[src/rtl/uart_nand_pkg.sv]
// Shared definitions for the UART-to-NAND command bridge.
//   state_e     : bridge FSM states
//   CH_* / RSP_*: ASCII command and response bytes
//   UART_EMPTY  : value simpleuart returns on reg_dat_do when its RX FIFO is empty
package uart_nand_pkg;

    typedef enum logic [3:0] {
        StBoot,
        StIdle,
        StRxPop,
        StDispatch,
        StArgWait,
        StArgPop,
        StNandGo,
        StNandHi,
        StNandLo,
        StTx
    } state_e;

    localparam logic [7:0] CH_C     = 8'h43;  // 'C'
    localparam logic [7:0] CH_D     = 8'h44;  // 'D'
    localparam logic [7:0] CH_R     = 8'h52;  // 'R'
    localparam logic [7:0] CH_L     = 8'h4C;  // 'L'
    localparam logic [7:0] CH_S     = 8'h53;  // 'S'
    localparam logic [7:0] RSP_K    = 8'h4B;  // 'K'
    localparam logic [7:0] RSP_Q    = 8'h3F;  // '?'
    localparam logic [7:0] RSP_T    = 8'h54;  // 'T'
    localparam logic [7:0] RSP_E    = 8'h45;  // 'E'
    localparam logic [7:0] RSP_B    = 8'h42;  // 'B'
    localparam logic [7:0] RSP_P    = 8'h50;  // 'P'
    localparam logic [7:0] RSP_ZERO = 8'h30;  // '0'

    localparam logic [31:0] UART_EMPTY = 32'hFFFF_FFFF;

    // True for ASCII '0'..'7', the valid LED arguments.
    function automatic logic is_led_digit(logic [7:0] b);
        return (b >= 8'h30) && (b <= 8'h37);
    endfunction

endpackage

[src/rtl/uart_tx_holder.sv]
// Holds a TX byte and the UART write strobe until simpleuart accepts it.
//   clk_i, rst_ni : clock, async active-low reset
//   start_i       : load byte_i and raise we_o (1-cycle request)
//   byte_i        : byte to transmit
//   wait_i        : UART TX busy
//   we_o, di_o    : UART write strobe and data word ({24'b0, byte})
//   accept_o      : high in the cycle the write is accepted (we_o && !wait_i)
module uart_tx_holder (
    input  logic        clk_i,
    input  logic        rst_ni,
    input  logic        start_i,
    input  logic [7:0]  byte_i,
    input  logic        wait_i,
    output logic        we_o,
    output logic [31:0] di_o,
    output logic        accept_o
);

    logic       we_q, we_d;
    logic [7:0] byte_q, byte_d;

    always_comb begin
        we_d   = we_q;
        byte_d = byte_q;
        if (start_i) begin
            we_d   = 1'b1;
            byte_d = byte_i;
        end else if (we_q && !wait_i) begin
            we_d = 1'b0;
        end
    end

    always_ff @(posedge clk_i or negedge rst_ni) begin
        if (!rst_ni) begin
            we_q   <= 1'b0;
            byte_q <= 8'h00;
        end else begin
            we_q   <= we_d;
            byte_q <= byte_d;
        end
    end

    assign we_o     = we_q;
    assign di_o     = {24'h0, byte_q};
    assign accept_o = we_q && !wait_i;

endmodule

[src/rtl/uart_nand_cmd_bridge.sv]
// ASCII command decoder between the simpleuart register port and nand_master.
// Each command byte (plus optional argument byte) yields exactly one TX byte.
//   hw_clk, resetn              : clock, async active-low reset
//   reg_dat_we/re/di/do/wait    : simpleuart register port
//   nand_cmd, nand_activate     : nand_master command and start pulse
//   nand_busy                   : nand_master busy
//   nand_data_in, nand_data_out : byte to / result byte from nand_master
//   led_rgb                     : {blue,green,red} LED enables
module uart_nand_cmd_bridge
    import uart_nand_pkg::*;
#(
    parameter int unsigned ARG_TIMEOUT  = 1200000,
    parameter int unsigned BUSY_TIMEOUT = 1200000,
    parameter int unsigned START_WIN    = 4
) (
    input  logic        hw_clk,
    input  logic        resetn,
    output logic        reg_dat_we,
    output logic        reg_dat_re,
    output logic [31:0] reg_dat_di,
    input  logic [31:0] reg_dat_do,
    input  logic        reg_dat_wait,
    output logic [5:0]  nand_cmd,
    output logic        nand_activate,
    input  logic        nand_busy,
    output logic [7:0]  nand_data_in,
    input  logic [7:0]  nand_data_out,
    output logic [2:0]  led_rgb
);

    localparam int unsigned MaxTo  = (ARG_TIMEOUT > BUSY_TIMEOUT) ? ARG_TIMEOUT : BUSY_TIMEOUT;
    localparam int unsigned CntMax = (MaxTo > START_WIN) ? MaxTo : START_WIN;
    localparam int unsigned CntW   = $clog2(CntMax + 1);

    localparam logic [CntW-1:0] ArgLast  = CntW'(ARG_TIMEOUT - 1);
    localparam logic [CntW-1:0] BusyLast = CntW'(BUSY_TIMEOUT - 1);
    localparam logic [CntW-1:0] WinLast  = CntW'(START_WIN - 1);

    state_e          state_q, state_d;
    logic [7:0]      cmd_q, cmd_d;
    logic [7:0]      arg_q, arg_d;
    logic [CntW-1:0] cnt_q, cnt_d;
    logic [5:0]      nand_cmd_q, nand_cmd_d;
    logic [7:0]      data_in_q, data_in_d;
    logic [2:0]      led_q, led_d;

    logic       tx_start;
    logic [7:0] tx_byte;
    logic       tx_accept;
    logic       rx_avail;

    assign rx_avail = (reg_dat_do != UART_EMPTY);

    uart_tx_holder u_tx_holder (
        .clk_i    (hw_clk),
        .rst_ni   (resetn),
        .start_i  (tx_start),
        .byte_i   (tx_byte),
        .wait_i   (reg_dat_wait),
        .we_o     (reg_dat_we),
        .di_o     (reg_dat_di),
        .accept_o (tx_accept)
    );

    always_ff @(posedge hw_clk or negedge resetn) begin
        if (!resetn) begin
            state_q    <= StBoot;
            cmd_q      <= 8'h00;
            arg_q      <= 8'h00;
            cnt_q      <= '0;
            nand_cmd_q <= 6'h00;
            data_in_q  <= 8'h00;
            led_q      <= 3'b010;
        end else begin
            state_q    <= state_d;
            cmd_q      <= cmd_d;
            arg_q      <= arg_d;
            cnt_q      <= cnt_d;
            nand_cmd_q <= nand_cmd_d;
            data_in_q  <= data_in_d;
            led_q      <= led_d;
        end
    end

    always_comb begin
        state_d    = state_q;
        cmd_d      = cmd_q;
        arg_d      = arg_q;
        nand_cmd_d = nand_cmd_q;
        data_in_d  = data_in_q;
        led_d      = led_q;
        tx_start   = 1'b0;
        tx_byte    = RSP_Q;

        unique case (state_q)
            StBoot: begin
                tx_start = 1'b1;
                tx_byte  = RSP_P;
            end
            StIdle: begin
                if (rx_avail) begin
                    cmd_d   = reg_dat_do[7:0];
                    state_d = StRxPop;
                end
            end
            StRxPop: state_d = StDispatch;
            StDispatch: begin
                case (cmd_q)
                    CH_C: begin
                        if (nand_busy) begin
                            tx_start = 1'b1;
                            tx_byte  = RSP_B;
                        end else begin
                            state_d = StArgWait;
                        end
                    end
                    CH_D, CH_L: state_d = StArgWait;
                    CH_R: begin
                        tx_start = 1'b1;
                        tx_byte  = nand_data_out;
                    end
                    CH_S: begin
                        tx_start = 1'b1;
                        tx_byte  = RSP_ZERO + {7'b0, nand_busy};
                    end
                    default: tx_start = 1'b1;
                endcase
            end
            StArgWait: begin
                if (rx_avail) begin
                    arg_d   = reg_dat_do[7:0];
                    state_d = StArgPop;
                end else if (cnt_q == ArgLast) begin
                    tx_start = 1'b1;
                    tx_byte  = RSP_T;
                end
            end
            StArgPop: begin
                case (cmd_q)
                    CH_C: begin
                        if (arg_q[7:6] != 2'b00) begin
                            tx_start = 1'b1;
                        end else begin
                            nand_cmd_d = arg_q[5:0];
                            state_d    = StNandGo;
                        end
                    end
                    CH_D: begin
                        data_in_d = arg_q;
                        tx_start  = 1'b1;
                        tx_byte   = RSP_K;
                    end
                    CH_L: begin
                        tx_start = 1'b1;
                        if (is_led_digit(arg_q)) begin
                            led_d   = arg_q[2:0];
                            tx_byte = RSP_K;
                        end
                    end
                    default: tx_start = 1'b1;
                endcase
            end
            StNandGo: state_d = StNandHi;
            StNandHi: begin
                if (nand_busy) begin
                    state_d = StNandLo;
                end else if (cnt_q == WinLast) begin
                    // Busy never rose: assume a command that completed instantly.
                    tx_start = 1'b1;
                    tx_byte  = RSP_K;
                end
            end
            StNandLo: begin
                if (!nand_busy) begin
                    tx_start = 1'b1;
                    tx_byte  = RSP_K;
                end else if (cnt_q == BusyLast) begin
                    tx_start = 1'b1;
                    tx_byte  = RSP_E;
                end
            end
            StTx: begin
                if (tx_accept) begin
                    state_d = StIdle;
                end
            end
            default: state_d = StBoot;
        endcase

        if (tx_start) begin
            state_d = StTx;
        end

        // Counter restarts on every state change and saturates otherwise.
        if (state_d != state_q) begin
            cnt_d = '0;
        end else if (cnt_q != {CntW{1'b1}}) begin
            cnt_d = cnt_q + 1'b1;
        end else begin
            cnt_d = cnt_q;
        end
    end

    always_comb begin
        reg_dat_re    = (state_q == StRxPop) || (state_q == StArgPop);
        nand_activate = (state_q == StNandGo);
        nand_cmd      = nand_cmd_q;
        nand_data_in  = data_in_q;
        led_rgb       = led_q;
    end

endmodule

[config.mk]
export PLATFORM = sky130hd
export DESIGN_NAME = uart_nand_cmd_bridge
export DESIGN_NICKNAME = d
export VERILOG_FILES = /design/src/rtl/uart_nand_pkg.sv /design/src/rtl/uart_tx_holder.sv /design/src/rtl/uart_nand_cmd_bridge.sv
export SDC_FILE = /design/constraint.sdc
export NUM_CORES = 1
export LEC_CHECK = 0
export ABC_CLOCK_PERIOD_IN_PS = 4900
export BUFFER_PORTS_ARGS = -buffer_cell sky130_fd_sc_hd__buf_2
export CAP_MARGIN = 5
export CORE_MARGIN = 2
export CORE_UTILIZATION = 55
export DETAILED_ROUTE_END_ITERATION = 10
export HOLD_SLACK_MARGIN = 0.15
export PLACE_DENSITY = 0.87
export RECOVER_POWER = 100
export SYNTH_ARGS = -nofsm -noshare
export SYNTH_HDL_FRONTEND = slang
export SYNTH_SLANG_ARGS = --single-unit
[constraint.sdc]
create_clock -name hw_clk -period 4.9 [get_ports hw_clk]
set_input_delay 0.49 -clock hw_clk [delete_from_list [all_inputs] [get_ports hw_clk]]
set_output_delay 0.49 -clock hw_clk [all_outputs]
set_load 0.1 [all_outputs]
==> results of run 1 <==
placed cells by master, fill, tap and decap left out, types with 2 or more instances in the layout:
cell,instances
nor2b_1,3
nor3_1,13
nand4_1,20
conb_1,24
a31oi_1,5
nor2_1,27
a41oi_1,3
o22a_1,2
inv_6,3
xor2_1,7
nor4_1,25
o31a_1,2
inv_1,6
nand2_1,45
clkbuf_8,9
buf_2,43
or3_1,5
nor4_2,3
nand2b_1,8
a2111oi_0,3
o211ai_1,2
nor4b_1,6
nor3b_1,2
dfrtp_1,66
o21a_1,2
or2_2,2
xnor2_1,12
nand3_1,11
and2_1,2
and3_1,3
nor4bb_1,2
mux2_1,2
mux2_2,26
clkbuf_1,29
a21oi_1,4
o21ai_0,14
and4_1,2
kinds of logic after synthesis:
| family | share of synthesized area [%] |
|---|---|
| and+or+nand+nor | 28.2 |
| DFF | 41.9 |
| buffers and inverters | 7.60 |
| AOI/OAI and AO/OA | 9.60 |
| muxes | 8.13 |
| xor gates and xnor gates | 4.16 |
| adders and majority gates | 0.313 |
| other | 0.0937 |
power by group through the flow:
stage	registers, W	logic (W)	clock network [W]
2_1_floorplan	0.000951	0.000635	0
3_3_place_gp	0.000759	0.000952	0
3_5_place_dp	0.000767	0.000973	0
4_1_cts	0.000755	0.000976	0.000499
5_1_grt	0.000773	0.000973	0.000525
6_report	0.000758	0.000908	0.000496
registers in the layout (all words and copies together), names as in the netlist:
register	count
arg_q	8
cmd_q	8
cnt_q	21
led_rgb	3
nand_cmd	6
nand_data_in	8
state_q	4
u_tx_holder.byte_q	8
u_tx_holder.we_o	1
metrics by stage:
step / hold WS (ps) / util, % / instances / area, um2
finish: 363 / 61.0 / 570 / 4350
global route: 364 / 61.0 / 570 / 4350
CTS: 345 / 63.4 / 569 / 4520
detailed placement: 471 / 60.4 / 553 / 4310
global placement: 460 / 60.4 / 553 / 4310
floorplan: 194 / - / 424 / 4090
routing by layer:
| layer | up-vias | GRT usage [%] |
|---|---|---|
| li1 | 1561 | - |
| met1 | 1617 | 33.3 |
| met2 | 159 | 39.3 |
| met3 | 32 | 5.54 |
| met4 | 0 | 11.1 |
| met5 | - | 0 |
synth_stat cells (all sizes together) (5+ instances only):
library cell   n
buf           31
nand3         11
inv            6
a31oi          5
nand4         20
nor4b          6
dfrtp         66
xor2           7
xnor2         12
nor3          13
nor2          27
nand2b         8
or3            5
nor4          28
clkbuf        13
nand2         45
o21ai         14
mux2          28
worst paths after layout:
path / start / cells after the start / end
max in group asynchronous: resetn / 2 / u_tx_holder.byte_q[2]$_DFFE_PN0N_
min in group asynchronous: resetn / 2 / nand_cmd[5]$_DFFE_PN0P_
min reg2reg: nand_cmd[0]$_DFFE_PN0P_ / 2 / nand_cmd[0]$_DFFE_PN0P_
max reg2reg: state_q[2]$_DFF_PN0_ / 7 / cnt_q[8]$_DFFE_PN0P_
max: state_q[2]$_DFF_PN0_ / 7 / cnt_q[8]$_DFFE_PN0P_
min: reg_dat_wait / 3 / u_tx_holder.we_o$_DFFE_PN0P_
area by class of cell:
class,instances,share of cell area [%]
Multi-Input combinational cell,307,45.4
Sequential cell,67,38.5
Timing Repair Buffer,75,7.90
Clock buffer,9,2.84
Tap cell,99,2.84
Clock inverter,7,1.93
Inverter,6,0.517
critical path, cell delays in order (launching register included):
cell and delay, ps:
dfrtp_1 700, nand2b_1 180, nor3_1 350, a21boi_0 1310, inv_1 160, a41oi_1 270
clkbuf_2 450, nor4_1 130
==> impl_metrics.yaml, run 1 <==
status:
  outcome: "finished with violations"
  failed_checks: "max-capacitance violations, max-slew violations"
timing:
  fin_skew_ps: 10.7
  fmax_mhz: 267
  maxSlewViolCount: 88
  setup_tns_ps: 0
  period_needed_ps: 3750
  final_hold_viol_count: 0
  finalWorstSetupSlack_ps: 1150
  worstMarginPinSlew_ps: 3460
  relSlewSlack_pct: -131
  min_period_over_period_pct: 76.5
  rsz0062_at_grt: "no"
  setup-violations-final: 0
routing:
  drt_first_iter_violations: 293
  via_per_inst: 5.91
  drt_pass1_iterations: 4
  num_vias: 3369
  routed_wl_um: 9530
  wl_per_cell_um: 16.7
  drc: 0
  routed-wl-met2_um: 4690
  wl_met1_um: 3900
  wl_met3_um: 649
  maxUsedRoutingLayer: "met4"
  ant_nets: 0
clocking:
  post_cts_resized: 0
  clk_path_buf_depth: 2
  cts_setup_buffers: 0
  hold_buffers: 0
  cts_inserted_buffers: 9
  htreeDepth: 3
  cts_tree: "built"
  clkTransAtPathRegs_ps: 80
  root_buffer: "clkbuf_8"
  cts_sinks: 67
  clk_latency_ps: 360
synth:
  netlist_area_um2: 4000
  synth_top_cell_by_area: "dfrtp_1"
  syn_area_per_cell_um2: 9.98
  ys_top_cells_by_area: "dfrtp_1 41%, mux2_2 7.9%, nor4_2 6.6%"
  synth_edf_count: 0
  ys_warn_count: 0
  yosysSeqAreaShare_pct: 41.9
  synthArstFlopShare_pct: 100
  ys_types: 59
  synth_ff_type: "dfrtp_1"
  synth_top_area_share_pct: 41.3
  postSynthCellCount: 401
  synth-seq-cells: 67
die:
  io_pins: 96
  rows: 31
  die_h_um: 89.3
  die_x_um: 89.3
  start_util_pct: 56.0
  die_area_um2: 7970
  core_um2: 7140
cells_and_area:
  area.growth.synth_to_final_pct: 8.85
  fill_cells: 613
  multi_input_comb_area_um2: 1980
  drive_above_1_share_pct: 20.8
  antennaDiodeCount: 0
  nNetsFinal: 511
  regArea_um2: 1680
critical_path:
  cp_data_arrival_time_ps: 3930
  worst_setup_path_end_kind: "register"
  reg2reg_slack_ps: 1150
  worst-path-max-fanout: 21
  cp_data_required_time_ps: 5080
  crit_type: "reg -> reg"
  crit_path_start_kind: "register"
power:
  power.share.switching_pct: 48.2
  p_int_w: 0.00112
  pwr-share-comb_pct: 42.0
  p_leak_nw: 1.84
  seqPwrFrac_pct: 35.1
  ir_drop_v: 0.000160
  clkPwrFrac_pct: 22.9
  switching_power_w: 0.00104
  finalPower_w: 0.00216
  powerDensity_nw_per_um2: 496
min_path:
  min_path_type: "in -> reg"
grt:
  gr-usage-all-layers_pct: 25.0
  grt_max_degree: 68
  grt_overflow: 0
  grt_pass1_vias: 3195
  grt_pass1_wl_um: 15500
  antenna_found_initial: 0
place:
  dp_slack_ps: 1600
  dpl.hpwl_um: 6670
  place_congestion: 0.947
  numPortBuffers: 71
run:
  max-cap-violations: 3
No activity file was read; power rests on OpenSTA's default activity.
==> inputs of run 2 (changes only) <==
--- a/config.mk
+++ b/config.mk
@@ -5,14 +5,15 @@
 export SDC_FILE = /design/constraint.sdc
 export NUM_CORES = 1
 export LEC_CHECK = 0
-export ABC_CLOCK_PERIOD_IN_PS = 4900
+export ABC_AREA = 1
+export ABC_CLOCK_PERIOD_IN_PS = 3200
 export BUFFER_PORTS_ARGS = -buffer_cell sky130_fd_sc_hd__buf_2
 export CAP_MARGIN = 5
 export CORE_MARGIN = 2
-export CORE_UTILIZATION = 55
+export CORE_UTILIZATION = 49
 export DETAILED_ROUTE_END_ITERATION = 10
 export HOLD_SLACK_MARGIN = 0.15
-export PLACE_DENSITY = 0.87
+export PLACE_DENSITY = 0.82
 export RECOVER_POWER = 100
 export SYNTH_ARGS = -nofsm -noshare
 export SYNTH_HDL_FRONTEND = slang
==> constraint.sdc (replaced) <==
create_clock -name hw_clk -period 3.2 [get_ports hw_clk]
set_input_delay 0.32 -clock hw_clk [delete_from_list [all_inputs] [get_ports hw_clk]]
set_output_delay 0.32 -clock hw_clk [all_outputs]
set_load 0.1 [all_outputs]
==> run 2 against run 1 <==
The run now ends clean. Clock skew down 1.3 ps. Maximum frequency up 44%. Power up 54%. Synthesized cell count up 31%. Critical path type unchanged. Largest power group unchanged.
==> impl_metrics.yaml, run 2 <==
timing:
  rsz0062_at_grt: "no"
  relSlewSlack_pct: 21.4
  worstMarginPinSlew_ps: 1180
  setup-violations-final: 0
  setup_tns_ps: 0
  min_period_over_period_pct: 81.6
  final_hold_viol_count: 0
  period_needed_ps: 2610
  maxSlewViolCount: 0
  fmax_mhz: 383
  fin_skew_ps: 9.33
power:
  p_leak_nw: 2.10
  ir_drop_v: 0.000313
  powerDensity_nw_per_um2: 743
  finalPower_w: 0.00333
routing:
  num_vias: 3605
  drt_pass1_iterations: 5
  drt_first_iter_violations: 276
  drc: 0
  ant_nets: 0
  via_per_inst: 5.08
  routed_wl_um: 8940
  wl_per_cell_um: 12.6
status:
  outcome: "finished, final reports clean"
cells_and_area:
  drive_above_1_share_pct: 15.0
  antennaDiodeCount: 0
  regArea_um2: 1680
  top_register: "cnt_q"
  final_common_cell: "nand2_1"
  area.growth.synth_to_final_pct: 13.3
  largest_reg_flops: 21
  fill_cells: 716
  multi_input_comb_area_um2: 1810
  nNetsFinal: 648
  mostFrequentLayoutCells: "134 x nand2_1, 66 x inv_1, 66 x dfrtp_1"
clocking:
  htreeDepth: 3
  clk_latency_ps: 340
  cts_inserted_buffers: 9
  cts_tree: "built"
  post_cts_resized: 0
  clk_path_buf_depth: 2
  cts_sinks: 67
  root_buffer: "clkbuf_8"
  clkTransAtPathRegs_ps: 70
place:
  dpl.hpwl_um: 6830
  place_congestion: 0.956
  numPortBuffers: 71
synth:
  ys_top_cells_by_area: "dfrtp_1 42%, nand2_1 13%, o21ai_0 6.2%"
  synth_common_cells: "132 x nand2_1, 66 x dfrtp_1, 65 x inv_1"
  postSynthCellCount: 527
  synth-seq-cells: 67
  synth_top_cell_by_area: "dfrtp_1"
  synth_top_area_share_pct: 41.8
  yosysMostFrequentCell: "nand2_1"
  ys_types: 36
  synth_edf_count: 0
  synthArstFlopShare_pct: 100
  yosysSeqAreaShare_pct: 42.5
  netlist_area_um2: 3950
  synth_ff_type: "dfrtp_1"
  syn_area_per_cell_um2: 7.50
  ys_warn_count: 0
critical_path:
  cp_slowest_cell: "dfrtp_1"
  reg2reg_depth: 13
  critPathTopFamily: "simple AND/OR/NAND/NOR gates"
  path_buf_inv: 2
  crit_path_start_kind: "register"
  path_cells: "inv_1 > nand2_1 > nor2_1 > nand2_1 > o21ai_0 > nand2_1 > clkinv_1 > nand3_1 > nor2_4 > nand3_1 > nand2_2 > nand2_2 > nor2_1"
  worst_setup_path_end_kind: "register"
  crit_path_frequent_cell: "nand2_1"
  critPathMaxStageDelay_ps: 380
  worst-path-max-fanout: 21
  cp_data_required_time_ps: 3450
  crit_type: "reg -> reg"
  cp_data_arrival_time_ps: 2870
  cp.depth: 13
grt:
  grt_overflow: 0
  gr-usage-all-layers_pct: 20.8
  grt_pass1_wl_um: 14600
  grt_max_degree: 40
  grt_pass1_vias: 3226
  antenna_found_initial: 0
die:
  die_x_um: 93.8
  start_util_pct: 50.9
  io_pins: 96
  die_area_um2: 8800
  rows: 32
  die_h_um: 93.8
  core_um2: 7770
run:
  max-cap-violations: 0
min_path:
  min_path_cells: 3
  min_path_type: "in -> reg"
==> run 2: changes by cell type in the layout (fill, tap and decap cells not counted), moves of 7 or more <==
cell and change:
xnor2_1 -7, nand2_1 +89, mux2_2 -25, nor2_2 +12, nor4_1 -23, nand2b_1 -8
o21ai_0 +36, inv_1 +60, nand3_1 +19, nor2_1 +32
==> run 2: what timing repair did <==
item / CTS / global route
buffers inserted: 0 / 0
hold buffers: 1 / 0
endpoints found under the hold margin: 9 / 0
==> run 2: cell type report <==
class,instances,share of cell area [%]
Clock buffer,10,2.85
Clock inverter,6,3.07
Inverter,69,5.81
Multi-Input combinational cell,382,40.4
Sequential cell,67,37.5
Tap cell,102,2.85
Timing Repair Buffer,74,7.57
==> run 2: stage by stage <==
step | setup slack (ps) | std cells | utilization [%] | instance area (um2) | hold WS [ps]
2_1_floorplan | 218 | 550 | - | 4040 | 24.4
3_3_place_gp | 722 | 693 | 55.4 | 4310 | 196
3_5_place_dp | 679 | 693 | 55.4 | 4310 | 197
4_1_cts | 760 | 710 | 59.0 | 4580 | 212
5_1_grt | 361 | 710 | 57.6 | 4480 | 217
6_report | 588 | 710 | 57.6 | 4480 | 225
==> run 2: cell families (layout without fill, tap and decap cells) <==
kind of cell / count (synthesis) / after routing / share of synthesized area [%]
compound gates: 60 / 60 / 8.11
other cells: 1 / 24 / 0.0949
buf+inv: 101 / 159 / 12.4
simple gates: 286 / 286 / 34.1
fa+ha+maj: 1 / 1 / 0.317
mux: 1 / 1 / 0.285
xor+xnor: 10 / 10 / 2.22
flops: 67 / 67 / 42.5
==> run 2: path summary, 6_finish.rpt <==
check / start / end / slack [ps]
worst min-delay path: nand_data_out[7] / u_tx_holder.byte_q[7]$_DFFE_PN0N_ / 220
max in group asynchronous: resetn / cnt_q[7]$_DFFE_PN0P_ / 1340
worst min register to register: cmd_q[4]$_DFFE_PN0P_ / cmd_q[4]$_DFFE_PN0P_ / 490
worst max-delay path: cmd_q[7]$_DFFE_PN0P_ / cnt_q[7]$_DFFE_PN0P_ / 590
min in group asynchronous: resetn / cnt_q[18]$_DFFE_PN0P_ / 480
worst max register to register: cmd_q[7]$_DFFE_PN0P_ / cnt_q[7]$_DFFE_PN0P_ / 590
==> run 2: routing by layer <==
metal	vias up	GRT usage, %	part of all wire, %
li1	1782	-	-
met1	1648	30.4	48
met2	157	30.9	44
met3	18	3.29	6.6
met4	0	8.57	2.0
met5	-	0	0
==> run 2: worst min-delay path, stage by stage <==
cell and delay (ps):
buf_2 80, nand3_1 70, nand2_1 70
==> run 2: report_power, final <==
part | switching, W | internal [W] | total (W)
logic | 0.00106 | 0.000261 | 0.00132
clock network | 0.000327 | 0.000599 | 0.000926
registers | 0.000102 | 0.000978 | 0.00108
total | 0.00149 | 0.00184 | 0.00333
==> inputs of run 3 (changes only) <==
--- a/config.mk
+++ b/config.mk
@@ -6,7 +6,7 @@
 export NUM_CORES = 1
 export LEC_CHECK = 0
 export ABC_AREA = 1
-export ABC_CLOCK_PERIOD_IN_PS = 3200
+export ABC_CLOCK_PERIOD_IN_PS = 2400
 export BUFFER_PORTS_ARGS = -buffer_cell sky130_fd_sc_hd__buf_2
 export CAP_MARGIN = 5
 export CORE_MARGIN = 2
==> constraint.sdc (replaced) <==
create_clock -name hw_clk -period 2.4 [get_ports hw_clk]
set_input_delay 0.24 -clock hw_clk [delete_from_list [all_inputs] [get_ports hw_clk]]
set_output_delay 0.24 -clock hw_clk [all_outputs]
set_load 0.1 [all_outputs]
==> run 3 against run 2 <==
Global-route usage is 1.6 points higher. Combinational power is 44% higher. Sequential share of layout area is 0.063 points lower. The flow now finishes with violations (max-capacitance violations, max-slew violations). Via count is 1.8% higher.
==> impl_metrics.yaml, run 3 (same netlist as run 2, synthesis figures left out) <==
status:
  outcome: "finished with violations"
  failed_checks: "max-capacitance violations, max-slew violations"
critical_path:
  reg2reg_slack_ps: 240
  reg2reg_depth: 14
  critPathTopFamily: "buffers and inverters"
  cp.depth: 6
  rr_startpoint: "cmd_q[3]$_DFFE_PN0P_"
  cp_data_arrival_time_ps: 1940
  startpoint: "state_q[3]$_DFF_PN0_"
  cp-endpoint: "reg_dat_re"
  crit_path_start_kind: "register"
  critPathMaxStageDelay_ps: 460
  cp_data_required_time_ps: 2160
  crit_path_frequent_cell: "nand2_1"
  worst_setup_path_end_kind: "output port"
  path_buf_inv: 3
  r2r_end: "cnt_q[7]$_DFFE_PN0P_"
  crit_type: "reg -> out"
  cp_slowest_cell: "clkbuf_2"
  worst-path-max-fanout: 7
  path_cells: "inv_2 > nand2_1 > nor2_4 > inv_1 > nand2_1 > clkbuf_2"
routing:
  via_per_inst: 5.12
  routed_wl_um: 9260
  drt_first_iter_violations: 370
  ant_nets: 0
  drc: 0
  drt_pass1_iterations: 5
  num_vias: 3670
  wl_per_cell_um: 12.9
min_path:
  min_path_type: "in -> reg"
grt:
  grt_max_degree: 68
  gr-usage-all-layers_pct: 22.4
  antenna_found_initial: 0
  grt_pass1_wl_um: 15700
  grt_pass1_vias: 3519
  grt_overflow: 0
cells_and_area:
  fill_cells: 755
  mostFrequentLayoutCells: "133 x nand2_1, 66 x dfrtp_1, 65 x inv_1"
  nNetsFinal: 655
  area.growth.synth_to_final_pct: 13.5
  antennaDiodeCount: 0
  drive_above_1_share_pct: 15.8
  final_common_cell: "nand2_1"
  final_util_pct: 57.7
  largest_reg_flops: 21
  top_register: "cnt_q"
power:
  ir_drop_v: 0.000406
  p_leak_nw: 2.13
  powerDensity_nw_per_um2: 959
die:
  die_x_um: 93.8
  die_h_um: 93.8
  start_util_pct: 50.9
  die_area_um2: 8800
  rows: 32
  io_pins: 96
  core_um2: 7770
clocking:
  post_cts_resized: 0
  htreeDepth: 3
  clkTransAtPathRegs_ps: 80
  cts_tree: "built"
  clk_latency_ps: 340
  cts_inserted_buffers: 9
  root_buffer: "clkbuf_8"
  cts_sinks: 67
  clk_path_buf_depth: 2
timing:
  period_needed_ps: 2180
  fin_skew_ps: 9.70
  rsz0062_at_grt: "no"
  fmax_mhz: 458
  maxSlewViolCount: 68
  min_period_over_period_pct: 90.9
  setup-violations-final: 0
  setup_tns_ps: 0
  relSlewSlack_pct: -8.34
  worstMarginPinSlew_ps: 1630
  final_hold_viol_count: 0
place:
  dpl.hpwl_um: 6980
  numPortBuffers: 71
  place_congestion: 0.911
run:
  max-cap-violations: 1
run 3: changes by cell type in the layout (fill, tap and decap cells not counted), sizes merged:
cell	before	now
bufinv	4	1
inv	67	71
buf	42	46
clkinv	3	4
clkinvlp	1	0
dlygate4sd3	1	3
run 3: how the worst min path moves through the flow:
stage                             start               endpoint  slack [ps]  cells after the start
final                     reg_dat_do[3]   cmd_q[3]$_DFFE_PN0P_         180                      3
after floorplan                  resetn   arg_q[0]$_DFFE_PN0P_         -60                      0
after global routing      reg_dat_do[7]   cmd_q[7]$_DFFE_PN0P_         190                      3
after detailed placement         resetn  cnt_q[14]$_DFFE_PN0P_         290                      2
after global placement           resetn  cnt_q[18]$_DFFE_PN0P_         280                      2
after CTS                 reg_dat_do[3]   cmd_q[3]$_DFFE_PN0P_         170                      3
run 3: layer usage:
layer / vias up / GRT usage, % / wire length, um
li1: 1798 / - / -
met1: 1679 / 31.4 / 4220
met2: 179 / 34.9 / 4170
met3: 14 / 4.25 / 697
met4: 0 / 7.97 / 169
met5: - / 0 / 0
run 3: final cells by class:
class	instances	area [um2]	share of cell area, %
clock buffer	9	124	2.76
clock inverter	7	75.1	1.67
inverter	69	262	5.83
multi-input combinational	382	1810	40.4
sequential	67	1680	37.4
tap	102	128	2.85
timing repair buffer	81	408	9.10
run 3: power breakdown:
group	leakage [nW]	switching [W]	total, W	internal (W)
clock	0.104	0.000467	0.000956	0.000489
sequential	0.901	0.000139	0.00144	0.00130
combinational	1.13	0.00143	0.00190	0.000473
run 3: per-stage QoR:
step	cells	power, W	setup slack (ps)	cell area [um2]	hold slack [ps]
finish	717	0.00430	218	4480	180
global route	717	0.00457	52.5	4480	186
CTS	713	0.00434	220	4570	174
detailed placement	694	0.00339	252	4340	289
global placement	694	0.00333	356	4340	279
floorplan	550	0.00307	354	4040	-55.6
run 3: timing repair:
action	in CTS	in global routing
buffers inserted	0	4
hold endpoints to repair	68	0
setup endpoints to repair	0	17
hold buffers	3	0
run 3: tightest hold or removal path, delay by kind of cell:
kind                   cells  cell delay [ps]
AOI/OAI and AO/OA          1               80
buffers and inverters      2              160
